$ cat config.mk
export PLATFORM = sky130hd
export DESIGN_NAME = pc_sequencer_flat
export DESIGN_NICKNAME = d
export VERILOG_FILES = /design/src/rtl/pc_sequencer_if.sv /design/src/rtl/pc_sequencer.sv /design/src/flat_wrapper.sv
export SDC_FILE = /design/constraint.sdc
export NUM_CORES = 1
export LEC_CHECK = 0
export BUFFER_PORTS_ARGS = -buffer_cell sky130_fd_sc_hd__buf_4
export CAP_MARGIN = 40
export CELL_PAD_IN_SITES_DETAIL_PLACEMENT = 0
export CELL_PAD_IN_SITES_GLOBAL_PLACEMENT = 2
export CORE_MARGIN = 10
export CORE_UTILIZATION = 22
export CTS_CLUSTER_SIZE = 20
export DETAILED_ROUTE_END_ITERATION = 8
export PLACE_DENSITY = 0.84
export SKIP_CTS_REPAIR_TIMING = 1
export SYNTH_ARGS = -nofsm -noshare
export SYNTH_HDL_FRONTEND = slang
export SYNTH_SLANG_ARGS = --single-unit
$ cat constraint.sdc
create_clock -name clk -period 4.42 [get_ports clk]
set_clock_uncertainty 0.2 [all_clocks]
set_input_delay 0 -clock clk [delete_from_list [all_inputs] [get_ports clk]]
set_output_delay 0 -clock clk [all_outputs]
set_load 0.05 [all_outputs]
$ cat src/rtl/pc_sequencer_if.sv
// pc_sequencer_if: jump-redirect, fetch and link-writeback signals of the PC sequencer
interface pc_sequencer_if;
  logic        jmp_valid;
  logic        jmp_ready;
  logic [8:0]  jmp_target;
  logic [8:0]  jmp_link;
  logic        jmp_is_link;
  logic        stall;
  logic        halt;
  logic [8:0]  pc;
  logic        pc_valid;
  logic        flush;
  logic        lr_we;
  logic [4:0]  lr_addr;
  logic [31:0] lr_data;
  modport master (
    output jmp_valid, jmp_target, jmp_link, jmp_is_link, stall, halt,
    input  jmp_ready, pc, pc_valid, flush, lr_we, lr_addr, lr_data
  );
  modport slave (
    input  jmp_valid, jmp_target, jmp_link, jmp_is_link, stall, halt,
    output jmp_ready, pc, pc_valid, flush, lr_we, lr_addr, lr_data
  );
endinterface

$ cat src/rtl/pc_sequencer.sv
// pc_sequencer: fetch PC sequencer with jump redirect/flush; define PC_LINK_WB_EN for jal link writeback
module pc_sequencer (
  input  logic          clk,
  input  logic          rst_n,
  pc_sequencer_if.slave bus
);
  typedef enum logic [1:0] {IDLE, RUN, FLUSH, HALTED} state_t;
  state_t     r_state, w_state;
  logic [8:0] r_pc, w_pc;
  logic       r_flush, w_take;
  always_comb begin
    w_state = r_state;
    w_pc    = r_pc;
    w_take  = 1'b0;
    case (r_state)
      IDLE:   w_state = RUN;
      RUN:
        if (bus.jmp_valid) begin
          w_take  = 1'b1;
          w_pc    = bus.jmp_target;
          w_state = FLUSH;
        end else if (bus.halt) w_state = HALTED;
        else if (!bus.stall) w_pc = r_pc + 9'd1;
      FLUSH:  w_state = bus.halt ? HALTED : RUN;
      default: w_state = HALTED;
    endcase
  end
  always_ff @(posedge clk or negedge rst_n)
    if (!rst_n) begin
      r_state <= IDLE;
      r_pc    <= '0;
      r_flush <= 1'b0;
    end else begin
      r_state <= w_state;
      r_pc    <= w_pc;
      r_flush <= w_take;
    end
  assign bus.jmp_ready = r_state == RUN;
  assign bus.pc_valid  = r_state == RUN;
  assign bus.pc        = r_pc;
  assign bus.flush     = r_flush;
  assign bus.lr_addr   = 5'd31;
`ifdef PC_LINK_WB_EN
  logic       r_lr_we;
  logic [8:0] r_link;
  always_ff @(posedge clk or negedge rst_n)
    if (!rst_n) begin
      r_lr_we <= 1'b0;
      r_link  <= '0;
    end else begin
      r_lr_we <= w_take & bus.jmp_is_link;
      if (w_take & bus.jmp_is_link) r_link <= bus.jmp_link;
    end
  assign bus.lr_we   = r_lr_we;
  assign bus.lr_data = {23'b0, r_link};
`else
  logic w_unused;
  assign w_unused    = ^{bus.jmp_link, bus.jmp_is_link};
  assign bus.lr_we   = 1'b0;
  assign bus.lr_data = '0;
`endif
endmodule

$ cat src/flat_wrapper.sv
// flat-port wrapper written by rule: the top's interface ports become plain ports
module pc_sequencer_flat 
  (clk, rst_n, bus_jmp_valid, bus_jmp_target, bus_jmp_link, bus_jmp_is_link, bus_stall, bus_halt, bus_jmp_ready, bus_pc, bus_pc_valid, bus_flush, bus_lr_we, bus_lr_addr, bus_lr_data);
  pc_sequencer_if bus_i ();
  input  logic clk;
  input  logic rst_n;
  input wire logic [$bits(bus_i.jmp_valid)-1:0] bus_jmp_valid;
  input wire logic [$bits(bus_i.jmp_target)-1:0] bus_jmp_target;
  input wire logic [$bits(bus_i.jmp_link)-1:0] bus_jmp_link;
  input wire logic [$bits(bus_i.jmp_is_link)-1:0] bus_jmp_is_link;
  input wire logic [$bits(bus_i.stall)-1:0] bus_stall;
  input wire logic [$bits(bus_i.halt)-1:0] bus_halt;
  output wire logic [$bits(bus_i.jmp_ready)-1:0] bus_jmp_ready;
  output wire logic [$bits(bus_i.pc)-1:0] bus_pc;
  output wire logic [$bits(bus_i.pc_valid)-1:0] bus_pc_valid;
  output wire logic [$bits(bus_i.flush)-1:0] bus_flush;
  output wire logic [$bits(bus_i.lr_we)-1:0] bus_lr_we;
  output wire logic [$bits(bus_i.lr_addr)-1:0] bus_lr_addr;
  output wire logic [$bits(bus_i.lr_data)-1:0] bus_lr_data;
  assign bus_i.jmp_valid = bus_jmp_valid;
  assign bus_i.jmp_target = bus_jmp_target;
  assign bus_i.jmp_link = bus_jmp_link;
  assign bus_i.jmp_is_link = bus_jmp_is_link;
  assign bus_i.stall = bus_stall;
  assign bus_i.halt = bus_halt;
  assign bus_jmp_ready = bus_i.jmp_ready;
  assign bus_pc = bus_i.pc;
  assign bus_pc_valid = bus_i.pc_valid;
  assign bus_flush = bus_i.flush;
  assign bus_lr_we = bus_i.lr_we;
  assign bus_lr_addr = bus_i.lr_addr;
  assign bus_lr_data = bus_i.lr_data;
  pc_sequencer u_core (.clk(clk), .rst_n(rst_n), .bus(bus_i));
endmodule
After elaboration in Yosys (flattened, before gate mapping)
Cells that the tools add are included.
{ "word_totals": {"ff_bits": 12, "latch_bits": 0, "ramBits": 0, "rom_bits": 0, "inputBits": 24, "output_inout_bits": 50, "n_memories": 0} }
{ "classes": {"addsub": 1, "mul": 0, "n_div": 0, "n_lt_le_gt_ge": 0, "n_eq_ne": 5, "n_shift": 0, "muxes": 9, "bitwise_logic": 0, "n_reduce_logical": 2} }
{ "ops": {"columns": ["op", "count"], "rows": [
  ["9-bit two-way mux", 3],
  ["9-bit by 1-bit adder with 9-bit output, second input constant", 1],
  ["2-bit two-way mux", 3],
  ["2-bit one-hot mux with 3 select lines", 1],
  ["2-bit inequality test, second input constant", 2],
  ["3-bit inequality test, second input constant", 1],
  ["3-bit AND reduction", 1],
  ["2-bit by 1-bit == test with 1-bit output, second input constant", 1],
  ["2-bit == test, second input constant", 1],
  ["2-bit zero test", 1],
  ["1-bit two-way mux", 2]
]} }

Depth between registers and ports, before layout
Gate-level depths: netlist of run 1.
{ "logic_depth": {"depth_word": 4, "mapped_depth": 7, "mapped_depth_nobuf": 7} }

Worst setup path before layout of run 1
No wires, ideal clock.
{ "synth_timing": {"path_kind": "register to register", "from": "reg u_core.r_pc[0] (netlist: u_core.bus.pc[0])", "to": "reg u_core.r_pc[4] (netlist: u_core.bus.pc[4])", "setup_ns": 0.125, "arrival_ns": 1.462, "path_slack_ns": 2.633, "path_stages_with_launch": 6, "path_buffers": 0, "period_less_slack_ns": 1.787, "path_cell_list": "dfrtp_1 ha_1 nand4_1 mux2_2 nor2_1 nor2_1"} }
{ "synth_via": {"elab_chain_len": 4} }
{ "synth_lines": {"columns": ["element", "line_no", "rtl"], "rows": [
  ["start: declaration", "pc_sequencer.sv:9", "logic [8:0] r_pc, w_pc;"],
  ["start signal: assignment", "pc_sequencer.sv:35", "r_pc <= w_pc;"],
  ["9-bit by 1-bit adder with 9-bit output", "pc_sequencer.sv:23", "else if (!bus.stall) w_pc = r_pc + 9'd1;"],
  ["9-bit two-way mux", "pc_sequencer.sv:23", null],
  ["9-bit two-way mux", "pc_sequencer.sv:22", "end else if (bus.halt) w_state = HALTED;"],
  ["9-bit two-way mux", "pc_sequencer.sv:18", "if (bus.jmp_valid) begin"]
]} }
No other way between the ends. The select of a mux whose other input is x is not followed.
A chain may end at the register's enable or synchronous reset.

Worst setup path after layout of run 1
{ "layout_timing": {"from": "reg u_core.r_state[1]", "to": "reg u_core.r_pc[3] (netlist: u_core.bus.pc[3])"} }
{ "layout_via": {"elab_chain_len": 2} }
{ "layout_lines": {"columns": ["element", "line_no", "rtl"], "rows": [
  ["start: declaration", "pc_sequencer.sv:8", "state_t r_state, w_state;"],
  ["start signal: assignment", "pc_sequencer.sv:34", "r_state <= w_state;"],
  ["2-bit by 1-bit == test with 1-bit output", "pc_sequencer.sv:15", "case (r_state)"],
  ["3-bit AND reduction (no line)", null, null]
]} }
No other way between the ends.

==> results of run 1 <==
## area by class of cell
| cell class | instances | share of cell area [%] |
|---|---|---|
| Timing Repair Buffer | 42 | 27.24 |
| Clock buffer | 4 | 4.190 |
| Multi-Input combinational cell | 92 | 39.33 |
| Tap cell | 52 | 4.952 |
| Inverter | 5 | 1.429 |
| Sequential cell | 12 | 22.86 |
## power by group
group | total (mW) | internal [mW] | switching [mW]
Combinational | 0.188 | 0.0490 | 0.139
Clock | 0.121 | 0.0788 | 0.0424
Sequential | 0.139 | 0.121 | 0.0176
## critical path: stages (launching register included)
cell	delay [ns]
dfrtp_1	0.43
nor4b_4	0.35
nand4_1	0.20
o32ai_1	0.27
a31oi_1	0.06
dlygate4sd3_1	0.56
## worst min-delay path by stage
stage	start	end	slack [ns]	cells past startpoint
6_report	bus_stall	u_core.bus.pc[8]	-0.02	5
5_1_grt	bus_stall	u_core.bus.pc[8]	0.02	5
4_1_cts	rst_n	u_core.bus.pc[3]	-0.61	1
3_5_place_dp	rst_n	u_core.bus.flush	-0.35	1
3_3_place_gp	rst_n	u_core.bus.flush	-0.35	1
2_1_floorplan	rst_n	u_core.bus.flush	-0.50	0
## routing by layer
metal / wire (µm) / vias to the layer above
li1: - / 393
met5: 0 / -
met2: 1164 / 44
met1: 1141 / 342
met4: 12 / 0
met3: 282 / 2
## through the flow
stage                     cells  cell area, µm²  hold slack [ns]
after global placement      186            1089          -0.3496
after floorplan             150            1139          -0.4956
after CTS                   190            1144          -0.6114
after detailed placement    186            1089          -0.3470
final                       207            1314         -0.01984
after global routing        207            1314          0.02239
## cell families (layout without fill, tap and decap cells)
logic type / count (synthesis) / count (layout) / synth area share [%]
multiplexers: 3 / 3 / 3.117
AO/OA/AOI/OAI: 17 / 17 / 12.47
other: 2 / 38 / 0.7484
flip-flops: 12 / 12 / 29.93
adder cells (fa/ha/maj): 1 / 1 / 1.247
buffers and inverters: 46 / 51 / 32.05
AND/OR/NAND/NOR: 33 / 33 / 20.45
## flip-flops by register name (all words and copies together), names as in the netlist
name,count
u_core.bus.pc,9
u_core.bus.flush,1
u_core.r_state,2
## cells in the final DEF, fill, tap and decap left out, types with 3 or more instances in the layout
master,netlist,final
dlygate4sd3_1,0,17
buf_4,39,25
nand2_1,6,6
dfrtp_1,12,12
clkbuf_8,0,4
nand4_1,4,4
inv_1,3,3
nor2_1,9,9
a21oi_1,4,4
conb_1,2,38
==> impl_table.tex, run 1 <==
\begin{tabular}{lr}
\hline
Metric & Value \\
\hline
\multicolumn{2}{l}{\textbf{Hold path}} \\
Type of the tightest min-delay check & input pin to register \\
\multicolumn{2}{l}{\textbf{CTS}} \\
Clock sinks & 12 \\
CTS Buffer Depth & 2 \\
Total clock buffers created by CTS & 3 \\
CTS H-Tree Depth & 1 \\
Clock latency at the later pin of the worst-skew pair & around 0.24 ns \\
Clock-pin slew on the worst setup and hold paths & 0.05 ns \\
Clock tree from TritonCTS & yes \\
Library cell used as clock root buffer & clkbuf\_8 \\
\multicolumn{2}{l}{\textbf{Global route}} \\
Pin count of the biggest net entering global routing & 18 \\
Global-route wire length before repair & 3912 µm \\
Aggregate global routing overflow & 0 \\
Most heavily used metal layer in global routing & met2 \\
Initial antenna violation count & 0 \\
Global-route track usage on met1 & between 7 and 8\% \\
GRT Overall Usage & roughly 6.4\% \\
GRT met3 Usage & 4.178\% \\
Global Route met2 Usage & 9.590\% \\
Via count of the first global-routing pass & a little under 800 \\
\multicolumn{2}{l}{\textbf{Place}} \\
Count of input and output buffers & 25 \\
Pre-CTS WS & 2.821 ns \\
Weighted congestion at the end of routability-driven global placement & 0.7215 \\
Final HPWL DP & 2083 µm \\
\multicolumn{2}{l}{\textbf{Synth}} \\
Count of yosys warnings during synthesis & 0 \\
Register area share after synthesis & 29.93\% \\
Yosys top cell by area & dfrtp\_1 \\
Area fraction of the dominant cell type after synthesis & 29.93\% \\
Flops \& latches, synth & 12 \\
Count leader, synth & buf\_4 \\
Synth Cell Area & 1003 µm² \\
Number of unique standard cell types used by synthesis & 36 \\
Cell count after synthesis & 114 \\
Top area cells in the synthesized netlist & dfrtp\_1, buf\_4, nor2\_1, nand4\_1, nor4b\_4 \\
Synth top cells by count & buf\_4, dfrtp\_1, nor2\_1 \\
Avg Cell Area, Syn & 8.802 µm² \\
Share of synthesized flip-flops with an asynchronous set or reset & 100.0\% \\
Most instantiated flip-flop cell in the synthesis netlist & dfrtp\_1 \\
Number of synthesized flops with an enable pin & 0 \\
\multicolumn{2}{l}{\textbf{Critical path}} \\
Reg-to-Reg Start & u\_core.r\_state[1] \\
CP Capture Type & register \\
Worst endpoint data arrival time & 2.11 ns \\
Worst Reg2Reg Path Length in Cells & 5 \\
Startpoint types & register \\
Critical path startpoint & u\_core.r\_state[1] \\
R2R Path End & u\_core.bus.pc[3] \\
Required time reported for the critical path endpoint & 4.34 ns \\
Worst-case register-to-register setup slack & 2.24 ns \\
Top fanout value on the critical path & 4 \\
Category of the most critical setup path & register to register \\
CP endpoint & u\_core.bus.pc[3] \\
\multicolumn{2}{l}{\textbf{STA}} \\
Worst slew pin tran & 0.5809 ns \\
Final worst path period share & 49.37\% \\
Number of hold-slack violations in the final timing report & 1 \\
Sum of negative setup slack & 0 ns \\
Relative slew margins & 61.15\% \\
Shortest period the worst path allows & 2.182 ns \\
Number of pins with negative max-slew slack in the final report & 0 \\
Fin worst setup slack & 2.238 ns \\
Setup-violating endpoint count in the final report & 0 \\
Upper clock frequency limit & 0.4582 GHz \\
RSZ-0062 raised after global routing & false \\
Final Hold Slack & -0.01984 ns \\
\multicolumn{2}{l}{\textbf{Floorplanning}} \\
X dimension of the die & approximately 90 µm \\
Starting density of the core & 22.89\% \\
Area of the placeable core & between 4000 and 5000 µm² \\
Number of placement rows & 24 \\
Number of top-level design ports & 74 \\
Die area & 7662 µm² \\
Chip height & about 88 µm \\
\multicolumn{2}{l}{\textbf{Routing}} \\
DRT Pass-1 Iters & 4 \\
Number of nets with antenna violations after detailed routing & 0 \\
Total via count in the routed design & slightly below 800 \\
Wire length per cell after detailed routing & 12.56 µm \\
Routed WL & 2600 µm \\
Number of remaining DRC errors & 0 \\
Initial detailed-routing violation count & 35 \\
Via density per instance & 3.773 \\
\multicolumn{2}{l}{\textbf{Outcome}} \\
Violated checks & hold timing \\
Result of the run & complete, but fails checks \\
\multicolumn{2}{l}{\textbf{Pwr}} \\
IR Drop Worst-Case VDD & 0.1020 mV \\
Power per standard cell area & roughly 340 nW/µm² \\
PnR Total Power & 0.4485 mW \\
Cell leakage power & 0.6655 nW \\
\multicolumn{2}{l}{\textbf{Final layout}} \\
Layout Utilization & 29.97\% \\
Multi-input combinational cell area & 516.7 µm² \\
Share of post-route cells with drive strength above 1 & a little over a quarter \\
Storage element area & 300.3 µm² \\
Number of filler cells placed in the layout & 486 \\
Antenna diode count & 0 \\
Area growth from synthesis to final layout & 30.92\% \\
Final net count & about 180 \\
\multicolumn{2}{l}{\textbf{Flow run}} \\
Count of maximum capacitance violations & 0 \\
\hline
\end{tabular}
Note: power is estimated with default switching activity, not from simulation.
==> inputs of run 2 (changes only) <==
--- a/config.mk
+++ b/config.mk
@@ -10,10 +10,10 @@
 export CELL_PAD_IN_SITES_DETAIL_PLACEMENT = 0
 export CELL_PAD_IN_SITES_GLOBAL_PLACEMENT = 2
 export CORE_MARGIN = 10
-export CORE_UTILIZATION = 22
+export CORE_UTILIZATION = 20
 export CTS_CLUSTER_SIZE = 20
 export DETAILED_ROUTE_END_ITERATION = 8
-export PLACE_DENSITY = 0.84
+export PLACE_DENSITY = 0.77
 export SKIP_CTS_REPAIR_TIMING = 1
 export SYNTH_ARGS = -nofsm -noshare
 export SYNTH_HDL_FRONTEND = slang
==> constraint.sdc (replaced) <==
create_clock -name clk -period 2.3 [get_ports clk]
set_clock_uncertainty 0.2 [all_clocks]
set_input_delay 0 -clock clk [delete_from_list [all_inputs] [get_ports clk]]
set_output_delay 0 -clock clk [all_outputs]
set_load 0.05 [all_outputs]
==> run 2 against run 1 <==
Effect of this change: the flow still finishes with violations (hold timing); clock power rose by 90%; worst setup slack got worse by 2.1 ns; via count rose by 2.0%; final cell count rose by 6.3%; combinational power rose by 91%; core utilization fell by 2.5 points; non-clock buffer count fell by 2; power rose by 91%; largest cell class unchanged; largest power group unchanged.
==> impl_table.tex, run 2 (synthesized netlist as in run 1, its figures left out) <==
\begin{tabular}{lr}
\hline
Metric & Value \\
\hline
\multicolumn{2}{l}{\textbf{Critical path}} \\
R2R Path End & u\_core.bus.pc[3] \\
CP Capture Type & register \\
Required time reported for the critical path endpoint & 2.22 ns (-2.12 ns) \\
Critical path startpoint & u\_core.r\_state[1] \\
Worst endpoint data arrival time & 2.06 ns (-0.05 ns) \\
CP endpoint & u\_core.bus.pc[3] \\
Worst-case register-to-register setup slack & 0.16 ns (-2.08 ns) \\
Top fanout value on the critical path & 4 (unchanged) \\
Startpoint types & register \\
Worst Reg2Reg Path Length in Cells & 5 (unchanged) \\
Category of the most critical setup path & register to register \\
Reg-to-Reg Start & u\_core.r\_state[1] \\
\multicolumn{2}{l}{\textbf{CTS}} \\
Clock sinks & 12 (unchanged) \\
Clock-pin slew on the worst setup and hold paths & 0.05 ns (about the same) \\
Clock latency at the later pin of the worst-skew pair & 0.24 ns (about the same) \\
CTS Buffer Depth & 2 (unchanged) \\
Clock tree from TritonCTS & yes \\
CTS H-Tree Depth & 1 (unchanged) \\
Total clock buffers created by CTS & 3 (unchanged) \\
Library cell used as clock root buffer & clkbuf\_8 \\
\multicolumn{2}{l}{\textbf{Routing}} \\
Number of remaining DRC errors & 0 (unchanged) \\
Number of nets with antenna violations after detailed routing & 0 (unchanged) \\
Initial detailed-routing violation count & 47 (+34\%) \\
Routed length on met2 & 1269 µm (+9.0\%) \\
DRT Pass-1 Iters & 4 (unchanged) \\
Met1 routed wirelength after detailed routing & 1183 µm (+3.7\%) \\
Highest metal layer with signal wires & met4 \\
Routed WL & 2647 µm (+1.8\%) \\
Via density per instance & 3.623 (-4.0\%) \\
Total via count in the routed design & 797 (+2.0\%) \\
Wire length per cell after detailed routing & 12.03 µm (-4.2\%) \\
Total length of routed met3 wires & 176 µm (-38\%) \\
\multicolumn{2}{l}{\textbf{Global route}} \\
Initial antenna violation count & 0 (unchanged) \\
Global-route wire length before repair & 3829 µm (-2.1\%) \\
GRT Overall Usage & 5.658\% (-0.74 points) \\
Pin count of the biggest net entering global routing & 18 (unchanged) \\
Via count of the first global-routing pass & 758 (-2.2\%) \\
Aggregate global routing overflow & 0 (unchanged) \\
\multicolumn{2}{l}{\textbf{Final layout}} \\
Number of filler cells placed in the layout & 531 (+9.3\%) \\
Final net count & 179 (-1.1\%) \\
Share of post-route cells with drive strength above 1 & 26.80\% (+0.35 points) \\
Leading cell type in the layout, fill and taps excluded & conb\_1 \\
Largest register FFs & 9 (unchanged) \\
Area growth from synthesis to final layout & 30.80\% (about the same) \\
Finished Cell Area & 1313 µm² (about the same) \\
Commonest cells after routing, fill and taps aside & conb\_1, buf\_4, dlygate4sd3\_1, dfrtp\_1, nor2\_1 \\
Post-layout instance count excluding filler cells & 220 (+6.3\%) \\
Layout Utilization & 27.42\% (-2.5 points) \\
Antenna diode count & 0 (unchanged) \\
\multicolumn{2}{l}{\textbf{Outcome}} \\
Violated checks & hold timing \\
Result of the run & complete, but fails checks \\
\multicolumn{2}{l}{\textbf{Floorplanning}} \\
Number of placement rows & 25 (+4.2\%) \\
Chip height & 90.83 µm (+3.8\%) \\
Die area & 8250 µm² (+7.7\%) \\
Starting density of the core & 20.97\% (-1.9 points) \\
Number of top-level design ports & 74 (unchanged) \\
Area of the placeable core & 4786 µm² (+9.2\%) \\
X dimension of the die & 90.83 µm (+3.8\%) \\
\multicolumn{2}{l}{\textbf{Pwr}} \\
Cell leakage power & 0.6544 nW (-1.7\%) \\
PnR Total Power & 0.8560 mW (+91\%) \\
IR Drop Worst-Case VDD & 0.2767 mV (+170\%) \\
Power per standard cell area & 652.2 nW/µm² (+91\%) \\
\multicolumn{2}{l}{\textbf{Place}} \\
Weighted congestion at the end of routability-driven global placement & 0.6784 (-6.0\%) \\
Final HPWL DP & 2095 µm (+0.58\%) \\
Count of input and output buffers & 25 (unchanged) \\
Total placed cells including tap cells & 201 (+8.1\%) \\
Pre-CTS WS & 0.7120 ns (-2.109 ns) \\
Cell Area, Placed & 1107 µm² (+1.7\%) \\
\multicolumn{2}{l}{\textbf{STA}} \\
Final worst path period share & 93.00\% (+44 points) \\
Shortest period the worst path allows & 2.139 ns (-0.04341 ns) \\
Number of hold-slack violations in the final timing report & 1 (unchanged) \\
Upper clock frequency limit & 0.4675 GHz (+2.0\%) \\
Final Hold Slack & -0.01541 ns (+0.004426 ns) \\
Fin worst setup slack & 0.1611 ns (-2.077 ns) \\
Setup-violating endpoint count in the final report & 0 (unchanged) \\
Sum of negative setup slack & 0 ns (unchanged) \\
Number of pins with negative max-slew slack in the final report & 0 (unchanged) \\
RSZ-0062 raised after global routing & false \\
Relative slew margins & 62.50\% (+1.4 points) \\
Worst slew pin tran & 0.5607 ns (-0.02020 ns) \\
\multicolumn{2}{l}{\textbf{Hold path}} \\
Type of the tightest min-delay check & input pin to register \\
\multicolumn{2}{l}{\textbf{Flow run}} \\
Count of maximum capacitance violations & 0 (unchanged) \\
\hline
\end{tabular}
run 2: cell types whose count changed in the layout (fill, tap and decap cells not counted), sizes merged:
cell	delta
dlygate4sd3	-2
run 2: final cells by class:
type | instances | area (µm²) | area share [%]
Tap cell | 67 | 83.83 | 6.387
Timing Repair Buffer | 40 | 337.8 | 25.74
Sequential cell | 12 | 300.3 | 22.88
Inverter | 5 | 18.77 | 1.430
Clock buffer | 4 | 55.05 | 4.194
Multi-Input combinational cell | 92 | 516.7 | 39.37
run 2: worst max-delay path: stages (launching register included):
cell	delay, ns
dfrtp_1	0.42
nor4b_4	0.34
nand4_1	0.19
o32ai_1	0.26
a31oi_1	0.06
dlygate4sd3_1	0.55
run 2: worst min-delay path by stage:
stage	startpoint	end	slack (ns)	cells past startpoint
after detailed placement	rst_n	u_core.bus.pc[2]	-0.35	1
after floorplan	rst_n	u_core.bus.flush	-0.50	0
final	bus_stall	u_core.bus.pc[8]	-0.02	5
after global routing	bus_stall	u_core.bus.pc[8]	0.006	5
after global placement	rst_n	u_core.bus.pc[2]	-0.35	1
after CTS	rst_n	u_core.bus.pc[3]	-0.61	1
run 2: routing by layer:
layer / vias up / track usage (%)
met4: 0 / 1.567
met1: 367 / 7.001
met3: 2 / 2.577
met2: 35 / 8.594
met5: - / 0
li1: 393 / -
run 2: where the power goes:
group | internal [mW] | switching [mW] | total, mW
combinational | 0.0903 | 0.269 | 0.359
clock | 0.151 | 0.0788 | 0.230
sequential | 0.233 | 0.0337 | 0.267
total | 0.475 | 0.381 | 0.856
